===== config.mk =====
export PLATFORM = sky130hd
export DESIGN_NAME = turbo_encoder_core
export DESIGN_NICKNAME = d
export VERILOG_FILES = /design/src/rtl/turbo_encoder_core.sv
export SDC_FILE = /design/constraint.sdc
export NUM_CORES = 1
export LEC_CHECK = 0
export BUFFER_PORTS_ARGS = -buffer_cell sky130_fd_sc_hd__buf_2
export CAP_MARGIN = 20
export CORE_MARGIN = 2
export CORE_UTILIZATION = 50
export DETAILED_ROUTE_END_ITERATION = 12
export PLACE_DENSITY = 0.76
export SYNTH_ARGS = -nofsm -noshare
export SYNTH_HDL_FRONTEND = slang
export SYNTH_SLANG_ARGS = --single-unit

===== constraint.sdc =====
create_clock -name clk -period 2.2 [get_ports clk]
set_input_delay 0.33 -clock clk [delete_from_list [all_inputs] [get_ports clk]]
set_output_delay 0.33 -clock clk [all_outputs]
set_load 0.02 [all_outputs]

===== src/rtl/turbo_encoder_core.sv =====
// turbo_encoder_core
//   LTE turbo encoder core with two identical 8-state RSC constituent encoders.
//   The generator polynomials are g0 = 1+D^2+D^3 (feedback) and g1 = 1+D+D^3
//   (parity). RSC1 encodes the natural-order bit ck. RSC2 encodes the
//   interleaved bit ckp, which arrives on the same beat. The block length K
//   is set at runtime. The core emits K data beats and then 3 trellis
//   termination beats that run on both encoders in parallel.
//
// Ports
//   clk, aclr_n             rising-edge clock, asynchronous active-low reset
//   start, k_len            block start pulse; k_len is sampled with it
//   in_valid/in_ready       input beat handshake carrying ck and ckp
//   out_valid/out_ready     output beat handshake
//   out_x1, out_z1          RSC1 systematic/tail bit and parity
//   out_x2, out_z2          RSC2 systematic/tail bit and parity
//   out_tail, out_last      tail beat flag; final tail beat of the block
//   busy                    core is inside a block (not IDLE)
//   k_err                   one-cycle pulse when a start is rejected
//
// Optional build macro ENC_STATE_DBG_EN
//   Adds dbg_s1/dbg_s2 ({q0,q1,q2} of each encoder) and dbg_cnt (beat counter).

module turbo_encoder_core #(
  parameter int K_W   = 13,
  parameter int K_MIN = 40,
  parameter int K_MAX = 6144
) (
  input  logic           clk,
  input  logic           aclr_n,
  input  logic           start,
  input  logic [K_W-1:0] k_len,
  input  logic           in_valid,
  output logic           in_ready,
  input  logic           ck,
  input  logic           ckp,
  output logic           out_valid,
  input  logic           out_ready,
  output logic           out_x1,
  output logic           out_z1,
  output logic           out_x2,
  output logic           out_z2,
  output logic           out_tail,
  output logic           out_last,
  output logic           busy,
  output logic           k_err
`ifdef ENC_STATE_DBG_EN
  ,
  output logic [2:0]     dbg_s1,
  output logic [2:0]     dbg_s2,
  output logic [K_W-1:0] dbg_cnt
`endif
);

  typedef enum logic [1:0] {IDLE, DATA, TAIL} state_t;

  localparam logic [K_W-1:0] K_MIN_V = K_W'(K_MIN);
  localparam logic [K_W-1:0] K_MAX_V = K_W'(K_MAX);
  localparam logic [K_W-1:0] TAIL_LAST = K_W'(2);

  state_t         state, state_next;
  logic [K_W-1:0] cnt;
  logic [K_W-1:0] k_last;
  // Each encoder register is packed as {q0,q1,q2}, with q0 in bit 2.
  logic [2:0]     r1, r2;

  logic slot_free;
  logic k_ok;
  logic take_data, take_tail, accept_start, reject_start;
  logic u1, s1, z1, u2, s2, z2;

  assign slot_free = !out_valid || out_ready;
  assign k_ok      = (k_len >= K_MIN_V) && (k_len <= K_MAX_V);
  assign busy      = (state != IDLE);

  // State register.
  always_ff @(posedge clk or negedge aclr_n) begin
    if (!aclr_n) state <= IDLE;
    else         state <= state_next;
  end

  // Next-state and handshake decode. A start pulse only matters in IDLE, so a
  // start that arrives during DATA or TAIL is dropped without raising k_err.
  // This includes a start in the cycle that produces the last tail beat.
  always_comb begin
    state_next   = state;
    in_ready     = 1'b0;
    take_data    = 1'b0;
    take_tail    = 1'b0;
    accept_start = 1'b0;
    reject_start = 1'b0;
    case (state)
      IDLE: begin
        if (start) begin
          if (k_ok) begin
            accept_start = 1'b1;
            state_next   = DATA;
          end else begin
            reject_start = 1'b1;
          end
        end
      end
      DATA: begin
        in_ready = slot_free;
        if (in_valid && slot_free) begin
          take_data = 1'b1;
          if (cnt == k_last) state_next = TAIL;
        end
      end
      TAIL: begin
        if (slot_free) begin
          take_tail = 1'b1;
          if (cnt == TAIL_LAST) state_next = IDLE;
        end
      end
      default: state_next = IDLE;
    endcase
  end

  // RSC step for both encoders. During termination the input is chosen as
  // q1^q2, which forces the feedback bit s to zero. That input is also the
  // tail systematic bit.
  always_comb begin
    u1 = take_tail ? (r1[1] ^ r1[0]) : ck;
    s1 = u1 ^ r1[1] ^ r1[0];
    z1 = s1 ^ r1[2] ^ r1[0];
    u2 = take_tail ? (r2[1] ^ r2[0]) : ckp;
    s2 = u2 ^ r2[1] ^ r2[0];
    z2 = s2 ^ r2[2] ^ r2[0];
  end

  // Datapath. The output register loads only when the slot is free, so a
  // stalled beat holds still until it is taken. The beat counter restarts at
  // 0 whenever the FSM changes phase.
  always_ff @(posedge clk or negedge aclr_n) begin
    if (!aclr_n) begin
      cnt       <= '0;
      k_last    <= '0;
      r1        <= '0;
      r2        <= '0;
      out_valid <= 1'b0;
      out_x1    <= 1'b0;
      out_z1    <= 1'b0;
      out_x2    <= 1'b0;
      out_z2    <= 1'b0;
      out_tail  <= 1'b0;
      out_last  <= 1'b0;
      k_err     <= 1'b0;
    end else begin
      k_err <= reject_start;
      if (accept_start) begin
        k_last <= k_len - K_W'(1);
        r1     <= '0;
        r2     <= '0;
        cnt    <= '0;
      end
      if (take_data || take_tail) begin
        r1        <= {s1, r1[2:1]};
        r2        <= {s2, r2[2:1]};
        out_valid <= 1'b1;
        out_x1    <= u1;
        out_z1    <= z1;
        out_x2    <= u2;
        out_z2    <= z2;
        out_tail  <= take_tail;
        out_last  <= take_tail && (cnt == TAIL_LAST);
        cnt       <= (state_next != state) ? '0 : cnt + K_W'(1);
      end else if (out_ready) begin
        out_valid <= 1'b0;
      end
    end
  end

`ifdef ENC_STATE_DBG_EN
  assign dbg_s1  = r1;
  assign dbg_s2  = r2;
  assign dbg_cnt = cnt;
`endif

endmodule

### Word-level counts from Yosys, hierarchy flattened

Index checks and enable logic that the tools add are counted.

* bits in registers: 42
* output and inout bits: 10

* bitwise logic cells: 10
* $lt $le $gt $ge: 2
* $add $sub $neg: 2
* reductions and logical operators: 10
* equal/unequal tests: 5
* muxes and demuxes: 28

Operators with widths (number)
* $mux 13: 3
* $mux 1: 15
* $add 13x1->13 const B: 1
* $eq 13x13->1: 1
* $eq 13x2->1 const B: 1
* $ge 13x6->1 const B: 1
* $le 13x13->1 const B: 1
* $sub 13x1->13 const B: 1
* $mux 2: 6
* $xor 1x1->1: 10
* $mux 3: 3
* $pmux 2 s3: 1
* $reduce_bool 2->1: 3
* $logic_and 1x1->1: 3
* $eq 2x1->1 const B: 1
* $eq 2x2->1 const B: 1
* $logic_not 2->1: 1
* $logic_or 1x1->1: 2
* $ne 2x2->1: 1
* $logic_not 1->1: 1

### Logic depth before layout (Yosys ltp)

* depth after elaboration: 9
* gate-level depth with buffers: 9

### Least setup slack after synthesis

OpenSTA, ideal clock, no wires.

* path type: input to register
* from: in k_len[0]
* to: reg r1[2]
* data arrival time: 2.060 ns
* setup slack: 0.019 ns
* data required time: 2.079 ns
* library setup time: 0.121 ns
* stages: 8
* path buffers: 1
* cell sequence: inv_1 > ha_1 > or4b_1 > or4_4 > a31oi_4 > nor2_2 > buf_6 > a22o_1

* cells in the longest elaborated chain, start to end: 6
* elaborated cells between the ends (all ways): 7
* those cells by class: order compare (2); mux (3); reduce/logical (2)

RTL lines
* from (decl): RTL line 31 `input logic [K_W-1:0] k_len,`
* $ge 13x6->1 or $le 13x13->1 (tied branches): RTL line 72 `assign k_ok = (k_len >= K_MIN_V) && (k_len <= K_MAX_V);`
* $logic_and 1x1->1 (*): RTL line 72
* $mux 1 (*): RTL line 94 `if (k_ok) begin`
* $mux 1 (*): RTL line 93 `if (start) begin`
* $mux 1 (*): RTL line 91 `case (state)`
* $reduce_bool 2->1 (no line) (*)
* to (signal assigned): RTL line 157 `r1 <= {s1, r1[2:1]};`
* to (decl): RTL line 64 `logic [2:0] r1, r2;`

Every way passes the cells marked *; elsewhere a longest branch is shown, timed or not.
A chain may end at the register's enable or synchronous reset.

### Worst setup path in the final report

* from: reg cnt[0]
* to: reg cnt[10]

* cells in the longest elaborated chain, start to end: 7
* elaborated cells between the ends (all ways): 11
* those cells by class: add/sub (1); eq/ne (3); mux (7)

RTL lines
* from (decl): RTL line 61 `logic [K_W-1:0] cnt;`
* from (signal assigned): RTL line 166 `cnt <= (state_next != state) ? '0 : cnt + K_W'(1);`
* $eq 13x2->1 or $eq 13x13->1 (tied branches): RTL line 112, 106
* $mux 2, on equally long branches: RTL line 112, 106
* $mux 2, on equally long branches: RTL line 110, 104
* $pmux 2 s3: RTL line 91
* $ne 2x2->1: RTL line 166
* $mux 13 (*): RTL line 166
* $mux 13 (*): RTL line 156 `if (take_data || take_tail) begin`

Marks and branches as above.

==> flow_summary.toml <==
[status]
outcome = "completed"

[synthesis]
async_reset_ff_share_pct = 100.0
ys_seq_elements = 42
synthAdderAreaFrac_pct = 2.040
netlist_instances = 276
yosysWarnings = 0
synth_compound_area_share_pct = 13.36
post_synth_num_cell_types = 45
synth_top_family_by_area = "simple AND/OR/NAND/NOR gates"
syn_avg_cell_area_um2 = 8.890
syn_area_um2 = 2454
synth_mux_area_share_pct = 0.8159
synth_seq_area_share_pct = 42.84
synthSimpleGateAreaFrac_pct = 26.62
synth_edf_count = 0
synth_xor_area_share_pct = 11.07
synth_nets = 300
synth_ff_type = "dfrtp_1"

[grt]
grt_pass1_wl_um = 9004
grt.total_usage_pct = 21.31
grt_overflow = 0
antenna_found_initial = 0
grt_start_max_net_pins = 26
grt_pass1_vias = 2038

[timing]
finalCritPeriodShare_pct = 96.50
slew_viol_final = 0
hold_viol = 0
fin_setup_tns_ns = 0
finalClockSkew_ns = 0.007400
fin_crit_ns = 2.123
max_slew_margin_pct = 62.42
setup_viol = 0
tightestPinTransition_ns = 0.5638
clock.fmax_ghz = 0.4710

[pwr]
power_density_nw_per_um2 = 1066
ir_drop_v = 0.0004666
design_power_total_mw = 3.320
p_leak_nw = 1.395

[die]
die_area_um2 = 5483
die_w_um = 74.05
core_um2 = 4723
initial_core_util_pct = 51.95
ios = 30
std_cell_rows = 25
die_y_um = 74.05

[critical_path]
path_delay_family = "simple AND/OR/NAND/NOR gates"
endpoint = "cnt[10]$_DFFE_PN0P_"
reg2reg_from = "cnt[0]$_DFFE_PN0P_"
crit_slowest_cell = "or3b_1"
required_ns = 2.43
crit_arrival_ns = 2.35
max_stage_delay_ns = 0.39
r2r_slack_ns = 0.08
setup.worst_path.class = "reg -> reg"
cp-start-kind = "register"
rr_worst_depth = 9
crit_cells = 9
critical_path.endpoint_type = "register"
path_buf_inv = 2
reg2reg_to = "cnt[10]$_DFFE_PN0P_"
path_cells = "inv_2, ha_1, nor4b_4, nor4b_1, buf_4, o21a_4, a211oi_4, or3b_1, nand3_1"
cp-startpoint = "cnt[0]$_DFFE_PN0P_"
critical_path_peak_fanout = 7

[cts]
cts_sinks = 42
cts_inserted_buffers = 5
cts_root_buffer = "clkbuf_8"
clk_pin_slew_ns = 0.08
htree_levels = 2
clock_latency_ns = 0.29
clockBufferDepth = 2
postCtsHoldBufs = 0
cts_tree = "done"

[route]
detail-route-antenna-nets = 0
drtPass1Iterations = 4
drt_iter0_drc = 202
vias_per_cell = 5.364
route.vias.total = 2210
drc = 0
wl_per_cell_um = 12.92
detail_route.wirelength_um = 5324

[placement]
port_buffers = 29
dp_hpwl_um = 4178
gp_congestion = 0.8305

[final_layout]
drive_gt1_share_pct = 28.41
mostFrequentLayoutCell = "nand2_1"
fin_util_pct = 65.93
nets = 368
syn2layout_area_growth_pct = 26.93
insertedDiodeCount = 0
final_cell_mix = "nand2_1 (57), dfrtp_1 (42), buf_4 (42)"

[worst_hold_path]
min_path_type = "in -> async"

[job]
cap_violations = 0
[area by class of cell]
type / instances / area, um2
Fill cell: 394 / 1609
Tap cell: 67 / 83.83
Clock inverter: 3 / 40.04
Inverter: 5 / 18.77
Clock buffer: 5 / 68.82
Timing Repair Buffer: 72 / 480.5
Multi-Input combinational cell: 218 / 1371
Sequential cell: 42 / 1051
[timing repair]
item | CTS | global route
pin swaps | 0 | 5
hold endpoints to repair | 0 | 0
buffers inserted | 0 | 2
endpoints found under the setup margin | 10 | 14
gates resized for setup | 3 | 6
[cells by family after synthesis]
kind of cell | count (synthesis)
xor+xnor | 31
compound gates | 49
simple gates | 132
mux | 2
buf+inv | 16
fa+ha+maj | 4
flops | 42
[per-layer routing]
| metal | up-vias | share of wire (%) | track usage, % |
|---|---|---|---|
| met4 | 0 | 1.7 | 7.071 |
| met5 | - | 0 | 0 |
| met3 | 11 | 4.5 | 4.065 |
| met2 | 69 | 51 | 38.00 |
| met1 | 1040 | 42 | 25.84 |
| li1 | 1090 | - | - |
[how the worst min path moves through the flow]
stage	slack, ns	depth (start not counted)	end	startpoint
finish	0.02	1	cnt[1]$_DFFE_PN0P_	aclr_n
global route	0.07	1	cnt[12]$_DFFE_PN0P_	aclr_n
CTS	0.03	1	cnt[12]$_DFFE_PN0P_	aclr_n
detailed placement	0.35	1	cnt[1]$_DFFE_PN0P_	aclr_n
global placement	0.35	1	cnt[1]$_DFFE_PN0P_	aclr_n
floorplan	0.03	0	cnt[0]$_DFFE_PN0P_	aclr_n
[synth_stat cells, drive strengths merged, types with 2 or more instances]
cell | number | area share (%)
a211oi | 2 | 1.0
nand4 | 5 | 1.3
a22oi | 2 | 0.61
o21ai | 23 | 4.7
a31oi | 5 | 1.9
nand2 | 57 | 8.7
nor4 | 3 | 1.0
o211ai | 2 | 0.82
nor3 | 3 | 0.61
mux2i | 2 | 0.82
nand3 | 18 | 3.7
nor2b | 5 | 1.3
xor2 | 7 | 2.5
inv | 5 | 0.76
ha | 4 | 2.0
or4 | 3 | 1.1
a21oi | 9 | 2.0
a22o | 2 | 0.71
nor2 | 16 | 2.5
o21a | 2 | 0.61
or3 | 2 | 0.51
buf | 6 | 1.7
xnor2 | 24 | 8.6
nand2b | 2 | 0.51
or3b | 2 | 0.71
nor4b | 2 | 0.71
clkbuf | 5 | 0.76
and3 | 4 | 1.0
or2 | 5 | 1.3
dfrtp | 42 | 43
[state kept, by name, summed over array words and instances (netlist names)]
signal and flops:
cnt 13, k_last 13, r1 3, out_valid 1
k_err 1, r2 3, out_z1 1, out_z2 1
out_x1 1, state 2, out_last 1, out_x2 1
out_tail 1
[power breakdown]
part	internal, mW	total (mW)	leakage, nW	switching, mW
clock	0.334	0.595	0.0579	0.261
sequential	1.04	1.24	0.523	0.203
combinational	0.674	1.48	0.814	0.807
[metrics by stage]
step / area [um2] / std cells / hold slack, ns / worst slack [ns]
after floorplan: 2454 / 276 / 0.03441 / 0.01868
after global placement: 2942 / 402 / 0.3468 / -0.1928
after detailed placement: 2942 / 402 / 0.3483 / -0.2897
after CTS: 3072 / 410 / 0.03161 / 0.02333
after global routing: 3114 / 412 / 0.07219 / -0.003163
final: 3114 / 412 / 0.01820 / 0.07706
No activity file was read; power rests on OpenSTA's default activity.
